<file path="config.mk">
export PLATFORM = sky130hd
export DESIGN_NAME = new_usb_frame_scheduler
export DESIGN_NICKNAME = d
export VERILOG_FILES = /design/src/rtl/new_usb_frame_scheduler.sv
export SDC_FILE = /design/constraint.sdc
export NUM_CORES = 1
export LEC_CHECK = 0
export ABC_AREA = 1
export ABC_CLOCK_PERIOD_IN_PS = 3100
export CAP_MARGIN = 20
export CORE_ASPECT_RATIO = 1.1
export CORE_MARGIN = 2
export CORE_UTILIZATION = 30
export DETAILED_ROUTE_END_ITERATION = 12
export GPL_TIMING_DRIVEN = 0
export PLACE_DENSITY = 0.58
export SYNTH_ARGS = -nofsm -noshare
export SYNTH_HDL_FRONTEND = slang
export SYNTH_SLANG_ARGS = --single-unit
</file>
<file path="constraint.sdc">
create_clock -name clk_i -period 3.1 [get_ports clk_i]
set_clock_uncertainty 0.2 [all_clocks]
set_input_delay 0.31 -clock clk_i [delete_from_list [all_inputs] [get_ports clk_i]]
set_output_delay 0.31 -clock clk_i [all_outputs]
set_load 0.05 [all_outputs]
</file>
<file path="src/rtl/new_usb_frame_scheduler.sv">
// rtl/new_usb_frame_scheduler.sv - OHCI frame timer: FmRemaining, FrameNumber, SOF requests, periodic phase.
// Optional scheduling-overrun reporting is enabled by defining NEWUSB_FRAME_OVERRUN_EN.
module new_usb_frame_scheduler #(
  parameter int FiWidth = 14,
  parameter int FnWidth = 16
) (
  input  logic               clk_i,
  input  logic               rst_i,
  input  logic               start_i,
  input  logic               tick_i,
  input  logic [FiWidth-1:0] fi_i,
  input  logic               fit_i,
  input  logic [FiWidth-1:0] ps_i,
  input  logic               ple_i,
  input  logic               periodic_done_i,
  output logic               sof_valid_o,
  input  logic               sof_ready_i,
  output logic [FnWidth-1:0] frame_number_o,
  output logic [FiWidth-1:0] fm_remaining_o,
  output logic               frt_o,
  output logic               frame_periodic_o,
  output logic               sf_o,
  output logic               fno_o,
  output logic               so_o,
  output logic [1:0]         so_count_o
);

  typedef enum logic [1:0] {
    ST_IDLE  = 2'd0,
    ST_SOF   = 2'd1,
    ST_FRAME = 2'd2
  } state_e;

  localparam logic [FiWidth-1:0] FiOne = FiWidth'(1);
  localparam logic [FnWidth-1:0] FnOne = FnWidth'(1);

  state_e             state_q, state_d;
  logic [FiWidth-1:0] fm_remaining_q, fm_remaining_d;
  logic [FnWidth-1:0] frame_number_q, frame_number_d;
  logic               frt_q, frt_d;
  logic               frame_periodic_q, frame_periodic_d;
  logic               sf_q, sf_d;
  logic               fno_q, fno_d;
  logic               first_frame_q, first_frame_d;
  logic               periodic_served_q, periodic_served_d;
  logic               handshake;
  logic               frame_end;
  logic               periodic_set;
  logic               periodic_clr;

  always_comb begin
    handshake = (state_q == ST_SOF) && start_i && sof_ready_i;
    frame_end = (state_q == ST_FRAME) && start_i && tick_i && (fm_remaining_q == '0);
  end

  always_ff @(posedge clk_i or posedge rst_i) begin
    if (rst_i) begin
      state_q <= ST_IDLE;
    end else begin
      state_q <= state_d;
    end
  end

  always_comb begin
    state_d = state_q;
    if (!start_i) begin
      state_d = ST_IDLE;
    end else begin
      case (state_q)
        ST_IDLE:  state_d = ST_SOF;
        ST_SOF:   if (sof_ready_i) state_d = ST_FRAME;
        ST_FRAME: if (frame_end) state_d = ST_SOF;
        default:  state_d = ST_IDLE;
      endcase
    end
  end

  always_comb begin
    sof_valid_o      = (state_q == ST_SOF);
    frame_number_o   = frame_number_q;
    fm_remaining_o   = fm_remaining_q;
    frt_o            = frt_q;
    frame_periodic_o = frame_periodic_q;
    sf_o             = sf_q;
    fno_o            = fno_q;
  end

  always_comb begin
    fm_remaining_d    = fm_remaining_q;
    frame_number_d    = frame_number_q;
    frt_d             = frt_q;
    first_frame_d     = first_frame_q;
    sf_d              = 1'b0;
    fno_d             = 1'b0;

    if (!start_i) begin
      first_frame_d = 1'b1;
    end
    if (state_d == ST_IDLE) begin
      fm_remaining_d = '0;
    end

    // The first SOF after going operational reports the retained FN unchanged.
    if (handshake) begin
      fm_remaining_d = fi_i;
      frt_d          = fit_i;
      sf_d           = 1'b1;
      first_frame_d  = 1'b0;
      if (!first_frame_q) begin
        frame_number_d = frame_number_q + FnOne;
      end
      fno_d = frame_number_d[FnWidth-1] ^ frame_number_q[FnWidth-1];
    end else if ((state_q == ST_FRAME) && start_i && tick_i && (fm_remaining_q != '0)) begin
      fm_remaining_d = fm_remaining_q - FiOne;
    end

    periodic_served_d = periodic_served_q;
    if (handshake) begin
      periodic_served_d = 1'b0;
    end else if (periodic_done_i) begin
      periodic_served_d = 1'b1;
    end

    // Clear has priority over set, so a done pulse always closes the window.
    periodic_set = (state_q == ST_FRAME) && ple_i && !periodic_served_q &&
                   (fm_remaining_q <= ps_i);
    periodic_clr = periodic_done_i || !ple_i || (state_d != ST_FRAME);
    if (periodic_clr) begin
      frame_periodic_d = 1'b0;
    end else if (periodic_set) begin
      frame_periodic_d = 1'b1;
    end else begin
      frame_periodic_d = frame_periodic_q;
    end
  end

  always_ff @(posedge clk_i or posedge rst_i) begin
    if (rst_i) begin
      fm_remaining_q    <= '0;
      frame_number_q    <= '0;
      frt_q             <= 1'b0;
      frame_periodic_q  <= 1'b0;
      sf_q              <= 1'b0;
      fno_q             <= 1'b0;
      first_frame_q     <= 1'b1;
      periodic_served_q <= 1'b0;
    end else begin
      fm_remaining_q    <= fm_remaining_d;
      frame_number_q    <= frame_number_d;
      frt_q             <= frt_d;
      frame_periodic_q  <= frame_periodic_d;
      sf_q              <= sf_d;
      fno_q             <= fno_d;
      first_frame_q     <= first_frame_d;
      periodic_served_q <= periodic_served_d;
    end
  end

`ifdef NEWUSB_FRAME_OVERRUN_EN
  logic       so_q, so_d;
  logic [1:0] so_count_q, so_count_d;

  // A frame that ends while still in the periodic phase is an overrun.
  always_comb begin
    so_d       = frame_end && frame_periodic_q && !periodic_done_i;
    so_count_d = so_count_q + {1'b0, so_d};
  end

  always_ff @(posedge clk_i or posedge rst_i) begin
    if (rst_i) begin
      so_q       <= 1'b0;
      so_count_q <= 2'b00;
    end else begin
      so_q       <= so_d;
      so_count_q <= so_count_d;
    end
  end

  always_comb begin
    so_o       = so_q;
    so_count_o = so_count_q;
  end
`else
  always_comb begin
    so_o       = 1'b0;
    so_count_o = 2'b00;
  end
`endif

endmodule

</file>
# Word-level counts from Yosys, hierarchy flattened
# Index checks and enable logic that the tools add are counted.
dict set report totals {
  ff_bits 38
  in_bits 36
  out_inout_bits 38
}
dict set report classes {
  add_sub_neg 2
  n_lt_le_gt_ge 1
  eq_ne 5
  n_mux 17
  bitwise 1
  n_reduce_logical 21
}
# operator count
set op_table {}
lappend op_table {{two-way mux 14 bit} 3}
lappend op_table {{two-way mux 16 bit} 2}
lappend op_table {{adder 16 x 1 -> 16 bit, second input constant} 1}
lappend op_table {{<= comparator 14 bit} 1}
lappend op_table {{zero test 14 bit} 1}
lappend op_table {{nonzero test 14 bit} 1}
lappend op_table {{subtractor 14 x 1 -> 14 bit, second input constant} 1}
lappend op_table {{logical AND 1 bit} 9}
lappend op_table {{two-way mux 1 bit} 8}
lappend op_table {{two-way mux 2 bit} 3}
lappend op_table {{case mux 2 bit (3 select lines)} 1}
lappend op_table {{zero test 2 bit} 2}
lappend op_table {{inequality test 2 bit, second input constant} 2}
lappend op_table {{nonzero test 2 bit} 2}
lappend op_table {{nonzero test 3 bit} 1}
lappend op_table {{== test 2 x 1 -> 1 bit, second input constant} 1}
lappend op_table {{== test 2 bit, second input constant} 1}
lappend op_table {{zero test 1 bit} 2}
lappend op_table {{logical OR 1 bit} 2}
lappend op_table {{inequality test 2 x 1 -> 1 bit, second input constant} 1}
lappend op_table {{AND reduction 2 bit} 1}
lappend op_table {{XOR 1 bit} 1}

# Logic depth before layout (Yosys ltp)
dict set report logic_depth {
  depth_word 11
  ltp_mapped 12
  depth_no_buf 12
}

# Least setup slack after synthesis
# No wires, ideal clock.
dict set report synth_path {
  path_kind {register to register}
  from {register fm_remaining_q[0], in the netlist fm_remaining_o[0]}
  to {register fm_remaining_q[10], in the netlist fm_remaining_o[10]}
  setup_time_ns 0.125
  t_arrival_ns 1.699
  required_time_ns 2.775
  path_slack_ns 1.076
  path_stages_with_launch 9
  cell_sequence {dfrtp_1 -> inv_1 -> ha_1 -> nand2_1 -> nor2_1 -> nand3b_1 -> or2_0 -> nand3_1 -> nand3_1}
}
dict set report synth_via {
  elab_chain_cells 7
  word_cells_on_any_way 12
}
# item line
set synth_lines {}
lappend synth_lines {{start, declared} 38} ;# logic [FiWidth-1:0] fm_remaining_q, fm_remaining_d;
lappend synth_lines {{start signal, assigned} 148} ;# fm_remaining_q <= fm_remaining_d;
lappend synth_lines {{zero test 14 bit} 53} ;# frame_end = (state_q == ST_FRAME) && start_i && tick_i && (fm_remaining_q == '0);
lappend synth_lines {{logical AND 1 bit} 53}
lappend synth_lines {{two-way mux 2 bit} 72} ;# ST_FRAME: if (frame_end) state_d = ST_SOF;
lappend synth_lines {{case mux 2 bit (3 select lines)} 69} ;# case (state_q)
lappend synth_lines {{two-way mux 2 bit} 66} ;# if (!start_i) begin
lappend synth_lines {{zero test 2 bit} 99} ;# if (state_d == ST_IDLE) begin
lappend synth_lines {{nonzero test 3 bit (no line)} --}
# Several ways; a longest one is shown, not always the timed one.
# A chain may end at the register's enable or synchronous reset.

# Worst setup path after layout
dict set report layout_path {
  from {register state_q[0]}
  to {output port sof_valid_o}
}
dict set report layout_via {
  elab_chain_cells 1
}
# item line
set layout_lines {}
lappend layout_lines {{start, declared} 37} ;# state_e state_q, state_d;
lappend layout_lines {{start signal, assigned} 60} ;# state_q <= state_d;
lappend layout_lines {{== test 2 x 1 -> 1 bit} 79} ;# sof_valid_o = (state_q == ST_SOF);
lappend layout_lines {{end, declared} 16} ;# output logic sof_valid_o,
# Every way passes these cells.

==> run metrics <==
CORE AREA about 8000 um2; first-iteration detailed-routing DRC count 74; P_sw around 0.55 mW; nets@finish between 400 and 500; Synth Instances between 300 and 400; pwr dens roughly 440 nW/um2; # hold bufs at CTS 0; internal power 0.962 mW; Final Hold Viols 0; register area about 950 um2; setup TNS 0 ns; routing usage on met3 roughly 3.9%; Avg WL per Cell ~12 um; mapped cell area 2490 um2; max-cap violations 0; met1 usage in global routing between 10% and 20%; fmax approximately 0.46 GHz; FP Rows 34; crit path max fanout 4; clock power share between 20% and 30%; total CTS buffers 5; fillers 850; Post-synth EDFFs 0; FFs w/ async S/R, synth 100%; worst hold slack roughly 0.29 ns; clock slew at reported path FFs around 0.080 ns; largest net degree at the start of global routing 39; die area 9060 um2; Comb pwr share between 30% and 40%; RSZ-0062 raised after global routing no; Layout area overhead 38.2%; GRT Util Overall approximately 14%; Initial Util between 30% and 40%; layout cell share with drive strength beyond 1 8.77%; Relative slew margins between 40% and 50%; GR peak layer met2; HPWL Detailed approximately 4700 um; Lkg Pwr around 1.8 nW; via count 2278; kind of critical path reg2out; Seq cells post-synth 38; worst min path class reg2reg; clock root buffer clkbuf_8; clk_lat worst skew 0.29 ns; startpoint types register; final WL 6080 um; final setup fails 0; Max clock buf depth 2; commonest non-fill, non-tap cells in the layout nand2_1 (79), clkdlybuf4s50_1 (70), inv_1 (49); GP Congestion roughly 0.77; CTS tree yes; Worst Setup End Kind output port; first-pass GRT wire length roughly 10000 um; global-route met2 utilization approximately a quarter; # IOs 74; Die Width between 90 and 100 um; Worst EP arrival roughly 1.7 ns; DRC viols 0; Netlist cell types 33; Final Cell Area 3450 um2; IO buf count 70; final worst path period need ~2.2 ns; Worst VDD drop approximately 240 uV; outcome complete, no violations; Worst Path Required ~2.6 ns; Die Ht ~100 um; R2R Setup Slk roughly 1.1 ns; DRT Pass-1 Iters 4; Final Max Tran Viols 0; GRT overflow 0; Setup Buffers After CTS 0; register share of total power a little under two fifths; placed cell area approximately 3300 um2; Switching Share between 30% and 40%; post-CTS sizing 0; Seq/Total Area, Yosys about two fifths; antenna-violating nets left 0; Num Clock Sinks 38; top_reg_cell synth dfrtp_1; vias per cell around 4.5; Avg Cell Area, Syn around 7.8 um2; initial antenna violation count 0; Multi-input gate area about 1300 um2; most common cell after layout, fill and taps aside nand2_1; diode count 0; vias in the first global route between 2000 and 2500; H-tree depth 2; Worst-Margin Slew just over 0.8 ns; period utilisation layout a little over two thirds; Synthesis Warnings 0
[cells in the mapped netlist (all sizes together) (5+ instances only)]
| master | number | area share [%] |
|---|---|---|
| nand3 | 36 | 7.6 |
| a21oi | 6 | 1.7 |
| dfrtp | 37 | 37 |
| buf | 5 | 1.8 |
| nor3 | 5 | 1.0 |
| nor2 | 34 | 6.7 |
| xnor2 | 5 | 1.8 |
| xor2 | 16 | 5.6 |
| ha | 17 | 8.5 |
| nand4 | 8 | 2.0 |
| inv | 52 | 7.9 |
| nand2 | 85 | 14 |
[worst paths after layout]
path	from	to	cells past startpoint
min in group asynchronous	rst_i	fm_remaining_o[9]	2
worst max-delay path	state_q[0]	sof_valid_o	3
worst max register to register	fm_remaining_o[0]	fm_remaining_o[10]	8
worst min register to register	frt_o	frt_o	2
worst min-delay path	frt_o	frt_o	2
max in group asynchronous	rst_i	frt_o	2
[kinds of logic (layout without fill, tap and decap cells)]
| kind of cell | Yosys count | count (layout) | share of synthesized area (%) |
|---|---|---|---|
| AND/OR/NAND/NOR | 173 | 173 | 32.8 |
| AO/OA/AOI/OAI | 10 | 10 | 2.66 |
| flip-flops | 38 | 38 | 38.2 |
| buffers and inverters | 58 | 136 | 9.88 |
| adder cells (fa/ha/maj) | 17 | 17 | 8.53 |
| XOR/XNOR | 21 | 21 | 7.37 |
| multiplexers | 1 | 1 | 0.451 |
| other | 1 | 3 | 0.150 |
[worst max-delay path, cell delays in order (launching register included)]
cell	delay, ns
dfrtp_1	0.42
inv_1	0.06
nor2_1	0.09
clkdlybuf4s50_1	0.81
[final cells by class]
type | count | share of cell area (%)
Buffer | 5 | 1.31
Clock buffer | 5 | 2.00
Clock inverter | 3 | 1.16
Inverter | 53 | 5.84
Multi-Input combinational cell | 225 | 37.8
Sequential cell | 38 | 27.6
Tap cell | 108 | 3.92
Timing Repair Buffer | 70 | 20.3
[per-stage QoR]
step	power, mW	setup WS [ns]	std cells	utilization, %
2_1_floorplan	0.928	1.08	321	-
3_3_place_gp	1.09	0.730	499	41.7
3_5_place_dp	1.10	0.818	499	41.7
4_1_cts	1.53	0.887	507	43.1
5_1_grt	1.61	0.843	507	43.1
6_report	1.51	0.919	507	43.1
[power by group through the flow]
stage | Clock [mW] | Sequential (mW) | Combinational (mW)
2_1_floorplan | 0 | 0.693 | 0.235
3_3_place_gp | 0 | 0.590 | 0.503
3_5_place_dp | 0 | 0.590 | 0.511
4_1_cts | 0.437 | 0.581 | 0.514
5_1_grt | 0.455 | 0.588 | 0.563
6_report | 0.422 | 0.580 | 0.506
[registers in the layout, summed over array words and instances (netlist names)]
register	cells
frame_number_o	16
fno_o	1
periodic_served_q	1
fm_remaining_o	14
state_q	2
frame_periodic_o	1
first_frame_q	1
sf_o	1
frt_o	1
[per-layer routing]
metal / wire, um / part of all wire (%)
met5: 0 / 0
met4: 47 / 0.77
met1: 2670 / 44
met2: 3020 / 50
met3: 337 / 5.5
Note: power is estimated with default switching activity, not from simulation.
==> patch 1, RTL diff (same settings) <==
Set the parameter `FnWidth` to 32 (it was 16).
--- a/src/rtl/new_usb_frame_scheduler.sv
+++ b/src/rtl/new_usb_frame_scheduler.sv
@@ -3,5 +3,5 @@
 module new_usb_frame_scheduler #(
   parameter int FiWidth = 14,
-  parameter int FnWidth = 16
+  parameter int FnWidth = 32
 ) (
   input  logic               clk_i,
Ports: changed (resized frame_number_o); port bits go from 74 to 90. The function was not compared with the original's and may differ.
==> patch 1 against the original RTL <==
  * Fmax down 3.4%
  * Setup slack worse by 0.076 ns
  * Utilization down 1.1 points
  * Hold slack worse by 0.092 ns
  * Critical path depth up 7
  * Sequential cell count up 16
  * Wire length up 51%
  * Power up 24%
  * Cell area up 34%
  * Area after synthesis up 37%
  * Clock power up 37%
  * Critical path type is now in2reg
  * Largest power group unchanged
==> patch 1: results (changes against the original RTL) <==
Clock tree
  • CTS clk-pin slew, worst paths: 0.07 ns
  • Clock root cell: clkbuf_16 (was clkbuf_8)
  • Num CTS Buffers: 5 (unchanged)
  • Max H-tree Level: 2 (unchanged)
  • Clk_lat worst skew: 0.29 ns (about the same)

Global route
  • Largest net degree at the start of global routing: 31 (was 39)
  • Vias in the first global route: 3279 (was 2282)
  • First-pass GRT wire length: 15.2 mm (was 10.4 mm)
  • Antenna violations before repair: 0 (unchanged)
  • Gr usage total: 15.5% (was 14.1%)

Placement
  • Port Buf Inserts: 86 (was 70)
  • Routability Congestion: 0.814 (was 0.772)
  • Dpl hpwl: 7.09 mm (was 4.69 mm)
  • Pre-CTS setup slack: 0.541 ns (was 0.818 ns)
  • Placement Cell Area: 4480 um2 (was 3340 um2)

Critical path
  • Crit. Startpoint: start_i (was state_q[0])
  • CP top delay family: simple AND/OR/NAND/NOR gates (was buffers and inverters)
  • Worst Path Arrival: 2.24 ns (was 1.67 ns)
  • Setup crit end: frame_number_o[22] (was sof_valid_o)
  • Maximum net fanout on the critical path: 4 (unchanged)
  • R2R setup slack: 1.03 ns (was 1.09 ns)
  • Critical path's largest stage delay: 0.52 ns (was 0.81 ns)
  • Reg-to-Reg Start: frame_number_o[0] (was fm_remaining_o[0])
  • R2R depth: 10 (was 8)

Routing
  • Met2 wire length: 4.43 mm (was 3.02 mm)
  • Number of DRC markers in iteration 0: 73 (was 74)
  • Met3 Routed Length: 445 um (was 337 um)
  • Metal-1 WL: 4.18 mm (was 2.67 mm)
  • Routed vias/inst: 4.56 (was 4.49)
  • Total wire length: 9.15 mm (was 6.08 mm)

Timing
  • Fin crit share: 72.8% (was 70.4%)
  • Pin slew with the least headroom to its limit: 0.600 ns (was 0.820 ns)

Final layout
  • Max FFs per register: 32 (was 16)
  • Final cell count without fillers: 704 (was 507)
  • NumNets Final: 609 (was 451)
  • Layout cell share with drive strength beyond 1: 5.03% (was 8.77%)
  • Layout fillers: 1161 (was 850)

Min path
  • Hold Path Class: in2async (was reg2reg)

Synth
  • Yosys cell types: 30 (was 33)
  • Cell count after synthesis: 460 (was 319)
  • Synth top area cells: dfrtp_1 (39%), nand2_1 (15%), inv_1 (7.2%), nand3_1 (6.5%), ha_1 (6.2%) (was dfrtp_1 (37%), nand2_1 (12%), ha_1 (8.5%), inv_1 (7.5%), nand3_1 (6.8%))
  • Commonest cells post-synth: nand2_1 (139), inv_1 (65), nor2_1 (56), dfrtp_1 (53), nand3_1 (44) (was nand2_1 (79), inv_1 (50), dfrtp_1 (37), nand3_1 (34), nor2_1 (26))
  • Async set or reset register ratio after synthesis: 100% (unchanged)
  • Register area share after synthesis: 39.7% (was 38.2%)
  • Synthesis Warnings: 0 (unchanged)

Power and ir drop
  • VDD IR max: 0.000196 V (was 0.000241 V)
  • Leakage: 2.24 nW (was 1.79 nW)

Outcome
  • Run status: finished clean (unchanged)
patch 1: per-layer routing:
| metal | vias to the layer above | GRT usage, % |
|---|---|---|
| met5 | - | 0 |
| met4 | 0 | 4.74 |
| met3 | 8 | 2.59 |
| met2 | 85 | 27.4 |
| met1 | 1495 | 19.5 |
| li1 | 1620 | - |
patch 1: cell type report:
type / count / area [um2] / share of cell area (%)
multi-input combinational: 336 / 1770 / 38.2
sequential: 54 / 1350 / 29.2
timing repair buffer: 87 / 881 / 19.0
inverter: 65 / 244 / 5.27
tap: 147 / 184 / 3.98
clock buffer: 7 / 143 / 3.08
buffer: 7 / 50.0 / 1.08
clock inverter: 1 / 5.00 / 0.108
patch 1: logic make-up after synthesis:
kind of cell               synth area share (%)
AOI/OAI and AO/OA                          2.79
xor gates and xnor gates                   8.74
adders and majority gates                  6.24
buffers and inverters                      8.63
DFF                                        39.7
other                                     0.110
and+or+nand+nor                            33.8
patch 1: worst min path at each step:
stage | from | to | slack, ns
after CTS | rst_i | fm_remaining_o[13] | 0.23
after floorplan | start_i | first_frame_q | 0.17
after global placement | frame_number_o[31] | frame_number_o[31] | 0.27
final | rst_i | fm_remaining_o[13] | 0.20
after global routing | rst_i | fm_remaining_o[13] | 0.28
after detailed placement | frame_number_o[31] | frame_number_o[31] | 0.27
patch 1: power breakdown:
part,total [mW],internal (mW),switching (mW),leakage [nW]
clock network,0.579,0.322,0.258,0.0739
registers,0.784,0.739,0.0455,0.721
logic,0.507,0.193,0.313,1.44
==> patch 2, RTL diff (same flow settings) <==
Made on the original files. Re-encode `state_e` (3 states) as one-hot, 3 bits wide.
--- a/src/rtl/new_usb_frame_scheduler.sv
+++ b/src/rtl/new_usb_frame_scheduler.sv
@@ -26,8 +26,8 @@
 );
 
-  typedef enum logic [1:0] {
-    ST_IDLE  = 2'd0,
-    ST_SOF   = 2'd1,
-    ST_FRAME = 2'd2
+  typedef enum logic [2:0] {
+    ST_IDLE  = 3'b001,
+    ST_SOF   = 3'b010,
+    ST_FRAME = 3'b100
   } state_e;
 
Formal check against the unedited RTL: no difference found for any inputs over 10 cycles, from zero or initial values and one cycle with rst_i high; not proved beyond that.
==> patch 2 against the original RTL <==
  * Die area rose by 11%
  * Cell area is 7.7% higher
  * Setup slack lost 0.037 ns
  * Sequential cell count grew 1
  * Power rose by 3.9%
  * Area after synthesis rose by 11%
  * Critical path depth grew 1
  * Fmax fell by 1.7%
  * Global-route usage rose by 0.52 points
  * Wire length grew 13%
  * Combinational power rose by 21%
  * Count of clock-buffer cells in the layout rose by 2
  * Largest cell class unchanged
==> patch 2: results (changes against the original RTL) <==
Outcome
  • Run status: finished clean (unchanged)

Final layout
  • Multi-input gates: 243 (was 225)
  • Signal inverters: 63 (was 53)
  • Final cell count without fillers: 546 (was 507)
  • Multi-input logic area: 1490 um2 (was 1300 um2)
  • Signal buffers share of area: 21.2% (was 21.6%)
  • Layout cell share with drive strength beyond 1: 12.0% (was 8.77%)

Global route
  • Gr usage total: 14.7% (was 14.1%)
  • Grt met2 use: 26.4% (was 25.9%)
  • Largest net degree at the start of global routing: 40 (was 39)
  • Met3 usage: 3.24% (was 3.94%)

Placement
  • DP Cell Count: 538 (was 499)

Routing
  • Total wire length: 6.85 mm (was 6.08 mm)
  • First-pass iteration count of the detailed router: 6 (was 4)
  • Routed vias/inst: 4.62 (was 4.49)
  • Met2 wire length: 3.49 mm (was 3.02 mm)

Critical path
  • Maximum net fanout on the critical path: 3 (was 4)

Synth
  • Register area share after synthesis: 35.2% (was 38.2%)
  • Commonest cells post-synth: nand2_1 (78), inv_1 (59), dfrtp_1 (37), nand3_1 (34), nor2_1 (26) (was nand2_1 (79), inv_1 (50), dfrtp_1 (37), nand3_1 (34), nor2_1 (26))
  • Mux cell area share after synthesis: 0% (was 0.451%)
  • Yosys cell types: 36 (was 33)
  • Register bit count reported by yosys: 39 (was 38)
  • Compound-cell area share of the yosys netlist: 6.30% (was 2.66%)
  • Synth top area cells: dfrtp_1 (33%), nand2_1 (11%), inv_1 (8.0%), ha_1 (7.6%), nand3_1 (6.1%) (was dfrtp_1 (37%), nand2_1 (12%), ha_1 (8.5%), inv_1 (7.5%), nand3_1 (6.8%))

Power and ir drop
  • Net Switching: 0.627 mW (was 0.546 mW)
  • Comb pwr: 0.611 mW (was 0.506 mW)
  • Leakage: 1.86 nW (was 1.79 nW)
  • VDD IR max: 0.000149 V (was 0.000241 V)
==> patch 2: final timing paths <==
path | depth (start not counted) | end | slack, ns
worst max-delay path | 4 | sof_valid_o | 0.88
worst min-delay path | 2 | frt_o | 0.29
worst max register to register | 8 | fm_remaining_o[9] | 1.25
worst min register to register | 2 | frt_o | 0.29
max in group asynchronous | 2 | frt_o | 1.84
min in group asynchronous | 2 | sf_o | 0.32
==> patch 2: metrics by stage <==
| step | power [mW] | hold slack (ns) | area (um2) | worst slack (ns) | utilization [%] |
|---|---|---|---|---|---|
| finish | 1.57 | 0.292 | 3710 | 0.881 | 41.6 |
| global route | 1.68 | 0.343 | 3710 | 0.835 | 41.6 |
| CTS | 1.59 | 0.294 | 3710 | 0.855 | 41.6 |
| detailed placement | 1.24 | 0.276 | 3630 | 0.909 | 40.7 |
| global placement | 1.23 | 0.269 | 3630 | 0.721 | 40.7 |
| floorplan | 1.05 | 0.198 | 2790 | 1.11 | - |
